File: src/rtl/parity_pkg.sv
// ---------------------------------------------------------------------------
// parity_pkg
// Shared constants and helpers for the parity encoder / checker pair.
// Even parity: an encoded word {parity, payload} is good when the XOR over
// all ENC_W bits is zero.
//   PAY_W        payload width
//   ENC_W        encoded word width (payload + one parity bit)
//   PAR_BIT      bit position of the parity bit inside an encoded word
//   calc_parity  even-parity bit for a payload
// ---------------------------------------------------------------------------
package parity_pkg;

  localparam int PAY_W   = 8;
  localparam int ENC_W   = PAY_W + 1;
  localparam int PAR_BIT = PAY_W;

  function automatic logic calc_parity(input logic [PAY_W-1:0] payload);
    return ^payload;
  endfunction

endpackage

File: src/rtl/parity_fifo.sv
// ---------------------------------------------------------------------------
// parity_fifo
// Single-clock synchronous FIFO with a registered occupancy count.
// The head entry is presented combinationally at rdata and reads as zero
// while the FIFO is empty.
// Ports:
//   clk    rising-edge clock
//   rst    synchronous active-high reset (pointers and count only)
//   push   write wdata (ignored when full)
//   wdata  entry to write
//   pop    advance the read pointer (ignored when empty)
//   rdata  entry at the read pointer, zero when empty
//   full   DEPTH entries held
//   empty  no entries held
// ---------------------------------------------------------------------------
module parity_fifo #(
  parameter int DEPTH = 4,
  parameter int W     = 9
) (
  input  logic         clk,
  input  logic         rst,
  input  logic         push,
  input  logic [W-1:0] wdata,
  input  logic         pop,
  output logic [W-1:0] rdata,
  output logic         full,
  output logic         empty
);

  localparam int             AW       = $clog2(DEPTH);
  localparam logic [AW:0]    FULL_CNT = (AW + 1)'(DEPTH);

  logic [W-1:0]  mem [DEPTH];
  logic [AW-1:0] wr_ptr;
  logic [AW-1:0] rd_ptr;
  logic [AW:0]   count;
  logic          push_ok;
  logic          pop_ok;

  assign full    = (count == FULL_CNT);
  assign empty   = (count == '0);
  assign push_ok = push && !full;
  assign pop_ok  = pop && !empty;

  // NOTE: storage has no reset; entries are only ever read after being
  // written because rdata is masked while the count says empty.
  always_ff @(posedge clk) begin
    if (push_ok) begin
      mem[wr_ptr] <= wdata;
    end
  end

  // NOTE: sequential state uses non-blocking assignments so every register
  // sees the pre-edge values of its neighbours.
  always_ff @(posedge clk) begin
    if (rst) begin
      wr_ptr <= '0;
      rd_ptr <= '0;
      count  <= '0;
    end else begin
      if (push_ok) wr_ptr <= wr_ptr + 1'b1;
      if (pop_ok)  rd_ptr <= rd_ptr + 1'b1;
      case ({push_ok, pop_ok})
        2'b10:   count <= count + 1'b1;
        2'b01:   count <= count - 1'b1;
        default: count <= count;
      endcase
    end
  end

  assign rdata = empty ? '0 : mem[rd_ptr];

endmodule

File: src/rtl/parity_check_rx.sv
// ---------------------------------------------------------------------------
// parity_check_rx
// Receive side of the parity link: checks even parity on each 9-bit word,
// strips the parity bit and queues {err, payload} in a small FIFO. A
// saturating counter tracks how many accepted words failed the check.
// Build option:
//   PARITY_DROP_ERR_EN  errored words are counted but never enter the FIFO,
//                       so out_err always reads 0.
// Ports:
//   clk, rst    clock and synchronous active-high reset
//   in_valid    encoded word present
//   in_data     {parity, payload[7:0]}
//   in_ready    word accepted this cycle when in_valid is high (= !full)
//   out_valid   FIFO head valid
//   out_data    payload at FIFO head
//   out_err     parity error flag of FIFO head
//   out_ready   consumer takes the head word
//   err_clr     clear err_count (applied before this cycle's increment)
//   err_count   saturating count of errored words accepted
// ---------------------------------------------------------------------------
module parity_check_rx
  import parity_pkg::*;
#(
  parameter int DEPTH = 4,
  parameter int CNT_W = 16
) (
  input  logic             clk,
  input  logic             rst,
  input  logic             in_valid,
  input  logic [ENC_W-1:0] in_data,
  output logic             in_ready,
  output logic             out_valid,
  output logic [PAY_W-1:0] out_data,
  output logic             out_err,
  input  logic             out_ready,
  input  logic             err_clr,
  output logic [CNT_W-1:0] err_count
);

  logic             word_err;
  logic             accept;
  logic             fifo_push;
  logic             full;
  logic             empty;
  logic [PAY_W:0]   head;

  assign word_err = calc_parity(in_data[PAY_W-1:0]) ^ in_data[PAR_BIT];

  // Held low during reset so a word presented in the reset cycle is not
  // consumed by the upstream handshake.
  assign in_ready = !rst && !full;
  assign accept   = in_valid && in_ready;

`ifdef PARITY_DROP_ERR_EN
  // Errored words are still consumed (accept) but never stored, so every
  // stored err bit is 0 and out_err stays low.
  assign fifo_push = accept && !word_err;
`else
  assign fifo_push = accept;
`endif

  parity_fifo #(
    .DEPTH (DEPTH),
    .W     (PAY_W + 1)
  ) u_fifo (
    .clk   (clk),
    .rst   (rst),
    .push  (fifo_push),
    .wdata ({word_err, in_data[PAY_W-1:0]}),
    .pop   (out_ready),
    .rdata (head),
    .full  (full),
    .empty (empty)
  );

  assign out_valid = !empty;
  assign out_data  = head[PAY_W-1:0];
  assign out_err   = head[PAY_W];

  // Clear wins over the old value, but an errored word in the same cycle
  // still counts, leaving 1.
  always_ff @(posedge clk) begin
    if (rst) begin
      err_count <= '0;
    end else if (err_clr) begin
      err_count <= (accept && word_err) ? CNT_W'(1) : '0;
    end else if (accept && word_err && (err_count != '1)) begin
      err_count <= err_count + 1'b1;
    end
  end

endmodule

File: config.mk
export PLATFORM = sky130hd
export DESIGN_NAME = parity_check_rx
export DESIGN_NICKNAME = d
export VERILOG_FILES = /design/src/rtl/parity_pkg.sv /design/src/rtl/parity_fifo.sv /design/src/rtl/parity_check_rx.sv
export SDC_FILE = /design/constraint.sdc
export NUM_CORES = 1
export LEC_CHECK = 0
export ABC_AREA = 1
export CAP_MARGIN = 20
export CORE_UTILIZATION = 40
export DETAILED_ROUTE_END_ITERATION = 8
export GPL_ROUTABILITY_DRIVEN = 1
export GPL_TIMING_DRIVEN = 0
export PLACE_DENSITY = 0.72
export SYNTH_ARGS = -nofsm -noshare
export SYNTH_HDL_FRONTEND = slang
export SYNTH_SLANG_ARGS = --single-unit
export TNS_END_PERCENT = 50
File: constraint.sdc
create_clock -name clk -period 2.75 [get_ports clk]
set_input_delay 0.275 -clock clk [delete_from_list [all_inputs] [get_ports clk]]
set_output_delay 0.275 -clock clk [all_outputs]
set_load 0.01 [all_outputs]
==> flow_metrics.py, run 1 <==
metrics = {
    "cts": {
        "cts_tree": "done",
        "worstSkewPairLatency_ns": 0.34,
        "htree_num_levels": 3,
        "clockBufferDepth": 2,
        "cts_setup_buffers": 0,
        "root_buffer": "clkbuf_8",
        "cts_inserted_buffers": 9,
        "path_clk_slew_ns": 0.07,
        "cts_hold_buf": 0,
        "clock_sinks": 61,
    },
    "critical_path": {
        "critPathMaxStageDelay_ns": 0.58,
        "critical_path_class": "flop to output port",
        "arrival_ns": 2.25,
        "crit_path_end_kind": "output port",
        "crit_buf_inv": 2,
        "cp_slowest_cell": "clkdlybuf4s50_1",
        "crit_family": "buffers and inverters",
        "path_cells": "clkbuf_2, nor2_1, nor2_1, o21ai_0, a21oi_1, clkdlybuf4s50_1",
        "path_max_fanout": 10,
        "cpMostUsedCell": "nor2_1",
        "startpoint_type": "flop",
        "worstPathRequired_ns": 2.48,
    },
    "power": {
        "p_leak_nw": 1.32,
        "power_frac_comb": 0.250,
        "p_per_area_nw_per_um2": 714,
        "p_seq_frac": 0.413,
        "p_sw_mw": 0.787,
        "ir_drop_v": 0.000281,
        "clkPwrFrac": 0.337,
        "internal_power_mw": 1.82,
        "power_mw": 2.60,
        "swShare": 0.302,
    },
    "synth": {
        "synth_area_sq_um": 2920,
        "avgSynthCellArea_sq_um": 8.63,
        "synth_top_area_cell": "edfxtp_1",
        "netlist-cell-type-count": 30,
        "yosys-top-cells-area": "edfxtp_1 37%, dfxtp_1 17%, nor2_1 8.5%, nand2_1 6.6%, o21ai_0 5.7%",
        "yosysSeqAreaShare": 0.542,
        "syn_nets": 359,
        "synth-seq-cells": 61,
        "ys_warn_count": 0,
        "synthCells": 338,
        "yosys.area.top_type_share": 0.371,
    },
    "timing": {
        "hold_viol_final": 0,
        "setup_viol": 0,
        "fin_crit_sh": 0.917,
        "grt_setup_unrepaired": "false",
        "maxSlewHeadroom": 0.345,
        "finalSetupTns_ns": 0,
        "skew_ns": 0.00804,
        "drv_slew": 0,
        "timing.fmax_ghz": 0.396,
        "worst_pin_slew_ns": 0.979,
        "fin_crit_ns": 2.52,
    },
    "final_layout": {
        "seqCellArea_sq_um": 1580,
        "layout_commonest_cell": "nor2_1",
        "fillerInstances": 634,
        "final_cell_mix": "66 x nor2_1, 51 x nand2_1, 40 x clkdlybuf4s50_1",
        "nets": 407,
        "multi_input_area_sq_um": 1150,
        "final_cells": 487,
        "area_delta_synth_final_pct": 25.1,
        "diodes": 0,
        "drive_above_1_share": 0.0844,
    },
    "floorplan": {
        "core_area_sq_um": 6910,
        "ios": 41,
        "initial_core_util": 0.422,
        "die_width_um": 87.4,
        "dieHeight_um": 87.4,
        "dieArea_sq_um": 7640,
        "rows": 30,
    },
    "flow_run": {
        "drv_cap": 0,
    },
    "status": {
        "outcome": "finished clean",
    },
    "placement": {
        "dp_hpwl_um": 4360,
        "gp_congestion": 0.850,
        "port_buffers": 40,
        "place_inst": 474,
    },
    "drt": {
        "route.vias.total": 2362,
        "routedWlPerCell_um": 12.9,
        "dr.pass1.iters": 5,
        "ant_nets": 0,
        "drc_errors": 0,
        "drt_iter0_markers": 136,
        "wirelength_um": 6280,
        "avgViaCountPerCell": 4.85,
    },
    "global_routing": {
        "antenna_found_initial": 0,
        "grt_pass1_vias": 2237,
        "overflow": 0,
        "grt_max_degree": 19,
        "grt_pass1_wl_um": 10300,
        "grt_usage": 0.179,
    },
    "hold_path": {
        "hold_path_class": "flop to flop",
    },
}
-- through the flow --
step / setup slack [ns] / cell area, sq um / utilization / hold slack [ns]
final: 0.227 / 3650 / 0.528 / 0.474
after global routing: 0.0343 / 3650 / 0.528 / 0.500
after CTS: 0.0537 / 3660 / 0.530 / 0.477
after detailed placement: 0.0100 / 3440 / 0.498 / 0.461
after global placement: 0.0503 / 3440 / 0.498 / 0.453
after floorplan: 0.761 / 2920 / - / 0.344
-- cells by family after synthesis --
group | Yosys count | synth area share
simple gates | 150 | 0.223
compound gates | 65 | 0.113
flops | 61 | 0.542
buf+inv | 46 | 0.0622
xor+xnor | 9 | 0.0270
fa+ha+maj | 7 | 0.0326
-- timing repair --
item	4_1_cts	5_1_grt
setup endpoints to repair	9	9
endpoints found under the hold margin	0	0
gates cloned	0	0
resized for setup	2	0
-- area by class of cell --
class / count / area share
clock buffers: 9 / 0.0339
well taps: 96 / 0.0329
plain buffers: 3 / 0.00583
repair buffers: 40 / 0.110
clock inverters: 7 / 0.0267
flip-flops and latches: 61 / 0.433
inverters: 40 / 0.0415
multi-input cells: 231 / 0.316
-- cells in the mapped netlist (all sizes together) --
cell and n:
ha 6, and3 1, inv 37, clkinv 3, and2 1, a21boi 1
a31oi 1, nand3 16, nand2 53, nor3 6, xnor2 2, edfxtp 36
xor2 7, a21oi 30, clkbuf 4, nand4 2, buf 2, dfxtp 25
nor2 70, o21ai 33, fa 1, or2 1
-- path summary, 6_finish.rpt --
path | from | end | slack (ns) | cells after the start
setup reg to reg | u_fifo.count[1]$_SDFFE_PP0P_ | u_fifo.mem[3][2]$_DFFE_PP_ | 0.50 | 5
hold / removal | u_fifo.rd_ptr[1]$_SDFFE_PP0P_ | u_fifo.rd_ptr[1]$_SDFFE_PP0P_ | 0.47 | 2
setup / recovery | flop | out_data[2] | 0.23 | 6
hold reg to reg | u_fifo.rd_ptr[1]$_SDFFE_PP0P_ | u_fifo.rd_ptr[1]$_SDFFE_PP0P_ | 0.47 | 2
-- per-layer routing --
metal  routed length (um)  track usage  vias up
met3                  362       0.0531       11
met4                  110       0.0715        0
met1                 2810        0.207     1072
met2                 2990        0.310       71
met5                    0            0        -
li1                     -            -     1208
-- power groups by stage --
stage	logic (mW)	registers, mW	clock network (mW)
finish	0.652	1.07	0.878
global route	0.735	1.08	0.937
CTS	0.680	1.06	0.895
detailed placement	0.682	1.08	0
global placement	0.668	1.07	0
floorplan	0.372	1.07	0
-- worst reg2reg max path, cell delays in order, from the launching register on --
cell	delay (ns)
dfxtp_1	0.36
nor2_1	0.07
a21oi_1	0.15
and2_1	0.26
clkinv_1	0.24
nor2_1	0.80
-- flip-flops by register name, indices dropped and copies added, names as in the netlist, named ones only --
register / flops
u_fifo.wr_ptr: 2
u_fifo.mem: 36
err_count: 16
u_fifo.count: 3
u_fifo.rd_ptr: 2
(Power assumes the default switching activity.)
==> inputs of run 2 (changes only) <==
Settings changed: CORE_MARGIN set to 8, CORE_UTILIZATION 40 to 56, PLACE_DENSITY 0.72 to 0.92.
==> run 2 against run 1 <==
Net effect:
- sequential power about the same
- critical path depth is the same
- first-iteration DRC count up 26%
- global-route usage is 0.19 points lower
- clock power decreased by 15%
- utilization up 18 points
- critical endpoint is now out_data[4]
==> flow_metrics.py, run 2 (synthesis gave the netlist of run 1 again) <==
metrics = {
    "floorplan": {
        "dieHeight_um": 88.2,
        "core_area_sq_um": 5070,
        "ios": 41,
        "die_width_um": 88.2,
        "rows": 26,
        "initial_core_util": 0.575,
        "dieArea_sq_um": 7770,
    },
    "timing": {
        "maxSlewHeadroom": 0.424,
        "drv_slew": 0,
        "finalSetupTns_ns": 0,
        "timing.fmax_ghz": 0.394,
        "worst_pin_slew_ns": 0.861,
        "grt_setup_unrepaired": "false",
        "fin_crit_ns": 2.54,
        "fin_crit_sh": 0.924,
        "setup_viol": 0,
        "hold_viol_final": 0,
        "skew_ns": 0.00711,
    },
    "cts": {
        "cts_tree": "done",
        "cts_hold_buf": 0,
        "cts_inserted_buffers": 9,
        "worstSkewPairLatency_ns": 0.33,
        "htree_num_levels": 3,
        "path_clk_slew_ns": 0.06,
        "clockBufferDepth": 2,
        "root_buffer": "clkbuf_8",
        "cts_setup_buffers": 0,
        "clock_sinks": 61,
    },
    "flow_run": {
        "drv_cap": 0,
    },
    "global_routing": {
        "grt_pass1_vias": 2298,
        "grt_pass1_wl_um": 10500,
        "grt_max_degree": 19,
        "overflow": 0,
        "grt_usage": 0.177,
        "antenna_found_initial": 0,
    },
    "hold_path": {
        "hold-path-cell-count": 1,
        "hold_path_class": "flop to flop",
    },
    "power": {
        "p_leak_nw": 1.31,
        "p_per_area_nw_per_um2": 694,
        "ir_drop_v": 0.000377,
    },
    "placement": {
        "gp_congestion": 0.898,
        "port_buffers": 40,
        "placed_cell_area_sq_um": 3400,
        "dp_hpwl_um": 4530,
    },
    "drt": {
        "route.vias.total": 2432,
        "ant_nets": 0,
        "avgViaCountPerCell": 5.28,
        "dr.pass1.iters": 5,
        "drt_iter0_markers": 171,
        "routedWlPerCell_um": 14.0,
        "drc_errors": 0,
        "wirelength_um": 6440,
    },
    "final_layout": {
        "fillerInstances": 402,
        "final_cell_mix": "66 x nor2_1, 51 x nand2_1, 40 x clkdlybuf4s50_1",
        "top_register": "u_fifo.mem",
        "seqCellArea_sq_um": 1580,
        "design_area_sq_um": 3580,
        "nets": 407,
        "diodes": 0,
        "drive_above_1_share": 0.0793,
        "area_delta_synth_final_pct": 22.7,
        "multi_input_area_sq_um": 1150,
        "largest_reg_flops": 36,
        "reg.largest.list": "u_fifo.mem x36, err_count x16, u_fifo.count x3",
        "layout_commonest_cell": "nor2_1",
    },
    "critical_path": {
        "crit_path_end_kind": "output port",
        "arrival_ns": 2.27,
        "worstPathRequired_ns": 2.48,
        "startpoint_type": "flop",
        "r2r_cells": 5,
        "critical_path_class": "flop to output port",
        "path_max_fanout": 10,
    },
    "status": {
        "outcome": "finished clean",
    },
}
## run 2: metal layers
metal / vias up / GRT usage / share of wire
met4: 0 / 0.0584 / 0.013
met1: 1130 / 0.201 / 0.42
met3: 9 / 0.0544 / 0.060
li1: 1209 / - / -
met5: - / 0 / 0
met2: 84 / 0.306 / 0.51
## run 2: path summary, 6_finish.rpt
kind                            startpoint                       endpoint  slack, ns
max                                   flop                    out_data[4]       0.21
max reg2reg   u_fifo.count[1]$_SDFFE_PP0P_     u_fifo.mem[1][0]$_DFFE_PP_       0.55
min          u_fifo.rd_ptr[0]$_SDFFE_PP0P_  u_fifo.rd_ptr[0]$_SDFFE_PP0P_       0.47
min reg2reg  u_fifo.rd_ptr[0]$_SDFFE_PP0P_  u_fifo.rd_ptr[0]$_SDFFE_PP0P_       0.47
## run 2: worst max-delay path, cell delays in order (launching register included)
cell and delay (ns):
dfxtp_1 0.56, clkbuf_2 0.32, nor2_1 0.08, nor2_1 0.08
o21ai_0 0.11, a21oi_1 0.21, clkdlybuf4s50_1 0.57
## run 2: final cells by class
class,count,share of cell area
buffer,3,0.00594
tap,70,0.0245
sequential,61,0.442
timing repair buffer,40,0.112
clock inverter,5,0.0147
multi-input combinational,231,0.322
inverter,40,0.0423
clock buffer,11,0.0367
## run 2: per-stage QoR
| step | instances | hold WS (ns) | power, mW | setup WS [ns] | utilization |
|---|---|---|---|---|---|
| after detailed placement | 448 | 0.459 | 1.76 | 0.0547 | 0.671 |
| after floorplan | 338 | 0.344 | 1.44 | 0.761 | - |
| after global routing | 461 | 0.491 | 2.62 | 0.0155 | 0.705 |
| after global placement | 448 | 0.452 | 1.73 | 0.146 | 0.671 |
| final | 461 | 0.475 | 2.48 | 0.209 | 0.705 |
| after CTS | 463 | 0.475 | 2.50 | 0.0566 | 0.707 |
## run 2: report_power, final
part           switching [mW]  total [mW]  internal, mW
registers              0.0492        1.08          1.03
logic                   0.379       0.659         0.281
clock network           0.334       0.748         0.414
## run 2: repair_timing
item / in CTS / in global routing
gates cloned: 0 / 0
resized for setup: 2 / 0
endpoints found under the setup margin: 8 / 9
==> RTL change 1 (flow settings as in run 2) <==
Put a register stage on the output `out_err`, without a reset. The value now appears one clock later. The other outputs are not delayed to match.
--- a/src/rtl/parity_check_rx.sv
+++ b/src/rtl/parity_check_rx.sv
@@ -77,3 +77,5 @@
   assign out_data  = head[PAY_W-1:0];
-  assign out_err   = head[PAY_W];
+  always_ff @(posedge clk) begin
+    out_err <= head[PAY_W];
+  end
 
Behaviour: not the same (Yosys sat finds a counterexample within 4 cycles, from zero or initial values and one cycle with rst high).
==> RTL change 1 against run 2 <==
- register-to-register slack got worse by 0.03 ns
- fmax rose by 2.2%
- critical path depth unchanged
- critical endpoint is now out_data[5]
- routed wire length is 4.8% higher
- power increased by 1.5%
- largest cell class unchanged
- worst hold slack better by 0.015 ns
- sequential cell count up 1
- setup slack improved by 0.055 ns
- synthesized area is 1.2% higher
- final area increased by 0.80%
==> RTL change 1: results (changes against run 2) <==
| Metric | Value |
|---|---|
| Crit-path max FO | `10 (unchanged)` |
| Top post-synthesis cells by count | `nor2_1 (67), nand2_1 (45), inv_1 (38)` |
| Vias in the first global route | `2,467 (+7.4%)` |
| Seq/Total Area, Yosys | `0.5426 (about the same)` |
| Syn nets | `358 (-0.28%)` |
| First-pass GRT wire length | `10,950 um (+3.9%)` |
| Aggregate global-route resource usage | `0.1825 (+0.005533)` |
| GP Congestion | `0.9163 (+2.1%)` |
| P_leak | `1.338 nW (+2.0%)` |
| Port Buffers | `40 (unchanged)` |
| Async SR Flop Fraction | `0 (unchanged)` |
| Share of layout cells above drive strength 1 | `0.08226 (+0.002978)` |
| Hpwl dp | `4635 um (+2.3%)` |
| Hold path cells | `1 (unchanged)` |
| Reg2reg setup slack | `0.52 ns (-0.03 ns)` |
| Wirelength, routed | `6747 um (+4.8%)` |
| Synth area leaders | `edfxtp_1 (37%), dfxtp_1 (18%), nor2_1 (8.5%), nand2_1 (5.7%), o21ai_0 (5.3%)` |
| N_diodes | `0 (unchanged)` |
| Hold Crit Class | `flop to flop` |
| Max_slew headroom | `0.4092 (-0.01485)` |
| Place WS | `0.06794 ns (+0.01324 ns)` |
| Cells after Synth | `337 (-0.30%)` |
| Iteration-0 DRC Markers | `200 (+17%)` |
| Worst Reg-to-Reg Cells | `11 (+6)` |
| Setup Skew | `0.01086 ns (+0.003754 ns)` |
| Min-delay src | `u_fifo.rd_ptr[0]$_SDFFE_PP0P_` |
| Crit path launch type | `flop` |
| Clock-pin slew on the worst setup and hold paths | `0.07 ns` |
| Unique masters post-synth | `30 (unchanged)` |
| H-Tree Level Count | `3 (unchanged)` |
| Status | `finished, final reports clean` |
| Post-route insts no fill | `459 (-0.43%)` |
| CP Capture Point | `out_data[5]` |
| Post-CTS Setup Bufs | `0 (unchanged)` |
| Instance area at placement | `3440 um^2 (+1.0%)` |
| Worst Path Arrival | `2.21 ns (-0.06 ns)` |
| Top Registers | `u_fifo.mem x36, err_count x16, u_fifo.count x3` |
| Peak supply drop | `0.3429 mV (-9.1%)` |
| NumNets Final | `406 (-0.25%)` |
| Pin count of the biggest net entering global routing | `19 (unchanged)` |
| CTS max path bufs | `2 (unchanged)` |
| DR pass1 iterations | `4 (-1)` |
| Clock buffer count from CTS | `9 (unchanged)` |
| Initial antenna violation count | `0 (unchanged)` |
| Yosys Warn Count | `0 (unchanged)` |
| Hold slack final | `0.4899 ns (+0.01527 ns)` |
| PnR worst setup slack | `0.2636 ns (+0.05459 ns)` |
| Post-synth EDFFs | `36 (unchanged)` |
| R2r endpoint | `u_fifo.count[2]$_SDFFE_PP0P_` |
| Post_cts resized | `1 (-1)` |
| CTS root buf | `clkbuf_8` |
| Inst Count DP | `447 (-0.22%)` |
| Clk Latency, worst-skew pair | `0.35 ns (+0.02 ns)` |
| R2R Path Start | `u_fifo.count[1]$_SDFFE_PP0P_` |
| Routed vias/inst | `5.327 (+0.97%)` |
-- RTL change 1: cell count changes in the layout (fill, tap and decap cells not counted), sizes merged --
cell and delta:
xor2 -1, clkbuf -2, buf +1, nor3b +1, inv +2, xnor2 +1, nor3 -3, dfxtp +1
nand2 -4, and3 -1, nand4 +3
-- RTL change 1: critical path: stages, from the launching register on --
cell and delay (ns):
dfxtp_1 0.54, buf_2 0.31, nor2_1 0.08, nor2_1 0.10, o21ai_0 0.10, a21oi_1 0.16
clkdlybuf4s50_1 0.56
-- RTL change 1: layer usage --
layer | share of wire | routed length (um) | up-vias | global-route usage
met1 | 0.41 | 2736 | 1131 | 0.1930
li1 | - | - | 1201 | -
met4 | 0.024 | 165 | 0 | 0.1045
met2 | 0.51 | 3424 | 93 | 0.3252
met3 | 0.062 | 420 | 20 | 0.04178
met5 | 0 | 0 | - | 0
-- RTL change 1: layout make-up --
cell class	instances	area (um^2)
clock inverter	5	51.30
inverter	42	158.9
tap	70	87.58
buffer	3	21.27
sequential	62	1602
fill	399	1499
timing repair buffer	40	400.4
multi-input combinational	227	1160
clock buffer	10	127.6
-- RTL change 1: where the power goes --
group | leakage, nW | switching (mW) | internal, mW
sequential | 0.539 | 0.0508 | 1.05
combinational | 0.710 | 0.385 | 0.285
clock | 0.0896 | 0.345 | 0.407
total | 1.34 | 0.781 | 1.74
-- RTL change 1: cell families (layout without fill, tap and decap cells) --
group | count (synthesis) | in the layout | synth area share
simple gates | 146 | 146 | 0.2226
compound gates | 65 | 65 | 0.1115
flops | 62 | 62 | 0.5426
buf+inv | 48 | 100 | 0.06443
xor+xnor | 9 | 9 | 0.02671
fa+ha+maj | 7 | 7 | 0.03222
==> RTL change 2 (flow settings as in run 2) <==
Made on the original files. Build with the macro `PARITY_DROP_ERR_EN` defined.
--- a/src/rtl/parity_check_rx.sv
+++ b/src/rtl/parity_check_rx.sv
@@ -20,2 +20,4 @@
 // ---------------------------------------------------------------------------
+`define PARITY_DROP_ERR_EN
+
 module parity_check_rx
Function: changed (Yosys sat finds a counterexample within 4 cycles, from zero or initial values and one cycle with rst high).
==> RTL change 2 against run 2 <==
- routed wire length up 5.3%
- final area up 1.1%
- sequential cell count stayed put
- power is 7.4% lower
- sequential share of layout area fell by 0.47 points
- clock power is 0.8% higher
- fmax decreased by 2.0%
- final cell count shrank 0.65%
- synthesized area up 0.39%
- setup slack got worse by 0.051 ns
- critical path type unchanged
- largest cell class unchanged
==> RTL change 2: results (changes against run 2) <==
| Metric | Value |
|---|---|
| Port Buffers | `40 (unchanged)` |
| Register bank with the most flops | `u_fifo.mem` |
| Async SR Flop Fraction | `0 (unchanged)` |
| DR pass1 iterations | `5 (unchanged)` |
| Peak supply drop | `0.3496 mV (-7.3%)` |
| Post-synth EDFFs | `36 (unchanged)` |
| Crit-path max FO | `10 (unchanged)` |
| DR WL met2 | `3478 um (+6.8%)` |
| Top Layer Used | `met4` |
| NumNets Final | `404 (-0.74%)` |
| GP Congestion | `0.9082 (+1.2%)` |
| Status | `finished, final reports clean` |
| P_leak | `1.386 nW (+5.7%)` |
| H-Tree Level Count | `3 (unchanged)` |
| Wl on met1 | `2670 um (-1.5%)` |
| Adder-Cell Fraction of Synth Area | `0.03248 (-0.0001254)` |
| CTS max path bufs | `2 (unchanged)` |
| Xor/xnor share of the synthesized area | `0.02393 (-0.003095)` |
| Pin count of the biggest net entering global routing | `11 (-8)` |
| Post-CTS Setup Bufs | `0 (unchanged)` |
| Unique masters post-synth | `29 (-3.3%)` |
| Syn nets | `355 (-1.1%)` |
| CTS root buf | `clkbuf_8` |
| Clock-pin slew on the worst setup and hold paths | `0.07 ns` |
| Crit-path slowest cell | `clkdlybuf4s50_1` |
| Max_slew headroom | `0.4336 (+0.009576)` |
| Multiplexer share of the synthesized area | `0 (unchanged)` |
| Hpwl dp | `4689 um (+3.5%)` |
| Worst Path Arrival | `2.32 ns (+0.05 ns)` |
| Yosys Warn Count | `0 (unchanged)` |
| Post-synthesis compound-gate area fraction | `0.1137 (+0.0008481)` |
| Synth area leaders | `edfxtp_1 (37%), dfxtp_1 (17%), nor2_1 (8.2%), nand2_1 (6.0%), a21oi_1 (5.6%)` |
| Setup Skew | `0.006528 ns (-0.0005831 ns)` |
| Vias in the first global route | `2,498 (+8.7%)` |
| Hold Crit Class | `primary input to flop` |
| Wirelength, routed | `6773 um (+5.3%)` |
| Share of layout cells above drive strength 1 | `0.07990 (+0.0006130)` |
| Routed length on met3 | `525 um (+36%)` |
| Clock buffer count from CTS | `9 (unchanged)` |
| Routed vias/inst | `5.356 (+1.5%)` |
| Initial antenna violation count | `0 (unchanged)` |
| Max incr delay on CP | `0.58 ns` |
| Clk Latency, worst-skew pair | `between 0.3 and 0.4 ns` |
| Iteration-0 DRC Markers | `218 (+27%)` |
| Top post-synthesis cells by count | `nor2_1 (64), nand2_1 (47), edfxtp_1 (36)` |
| Seq/Total Area, Yosys | `0.5402 (-0.002086)` |
| Top Registers | `u_fifo.mem x36, err_count x16, u_fifo.count x3` |
| Aggregate global-route resource usage | `0.1817 (+0.004750)` |
| N_diodes | `0 (unchanged)` |
| First-pass GRT wire length | `10,950 um (+3.9%)` |
[RTL change 2: cell types whose count changed in the layout (fill, tap and decap cells not counted), sizes merged, moves of 2 or more]
cell	delta
nand2	-2
nor3	-3
nor2	-3
clkdlybuf4s50	-7
a21oi	+3
dlymetal6s2s	+7
nand4	+3
[RTL change 2: cell families (layout without fill, tap and decap cells)]
kind of cell    count (synthesis)  count (layout)
simple gates                  148             148
compound gates                 66              66
flops                          61              61
buf+inv                        44              98
xor+xnor                        8               8
fa+ha+maj                       7               7
[RTL change 2: repair_timing]
action                                 4_1_cts  5_1_grt
setup endpoints to repair                    7        9
endpoints found under the hold margin        0        0
gates resized for setup                      2        8
[RTL change 2: final timing paths]
check                                              startpoint                            end  slack, ns  cells past startpoint
worst max-delay path                                     flop                    out_data[6]       0.16                      6
worst min-delay path                               in_data[0]     u_fifo.mem[0][0]$_DFFE_PP_       0.26                      1
worst max register to register   u_fifo.count[0]$_SDFFE_PP0P_   u_fifo.count[2]$_SDFFE_PP0P_       0.58                     11
worst min register to register  u_fifo.rd_ptr[0]$_SDFFE_PP0P_  u_fifo.rd_ptr[0]$_SDFFE_PP0P_       0.49                      1
[RTL change 2: per-stage QoR]
step	std cells	setup TNS, ns	worst slack [ns]	total power, mW	area, um^2
after floorplan	334	0	0.6818	1.332	2928
after global placement	444	-0.08809	-0.08809	1.538	3416
after detailed placement	444	-1.901	-0.2028	1.563	3416
after CTS	460	0	0.0005151	2.307	3601
after global routing	458	0	0.01217	2.407	3618
final	458	0	0.1581	2.299	3618
[RTL change 2: worst max-delay path: cells and delay by family (launching register included)]
kind	cells	cell delay (ns)
flip-flops	1	0.56
AND/OR/NAND/NOR	2	0.21
buffers and inverters	2	0.90
AO/OA/AOI/OAI	2	0.30
[RTL change 2: cell type report]
type | count | area (um^2)
Sequential cell | 61 | 1582
Fill cell | 367 | 1456
Multi-Input combinational cell | 229 | 1177
Timing Repair Buffer | 40 | 417.9
Inverter | 39 | 147.6
Clock buffer | 11 | 131.4
Tap cell | 70 | 87.58
Clock inverter | 5 | 51.30
Buffer | 3 | 23.77
[RTL change 2: metal layers]
layer | track usage | vias to the layer above
met5 | 0 | -
met4 | 0.08141 | 0
met3 | 0.06778 | 14
met2 | 0.3211 | 94
met1 | 0.1868 | 1141
li1 | - | 1204
[RTL change 2: power breakdown]
part / internal [mW] / total, mW / leakage, nW / switching [mW]
logic: 0.206 / 0.498 / 0.767 / 0.292
registers: 1.01 / 1.05 / 0.528 / 0.0380
clock network: 0.413 / 0.754 / 0.0907 / 0.341
total: 1.63 / 2.30 / 1.39 / 0.671
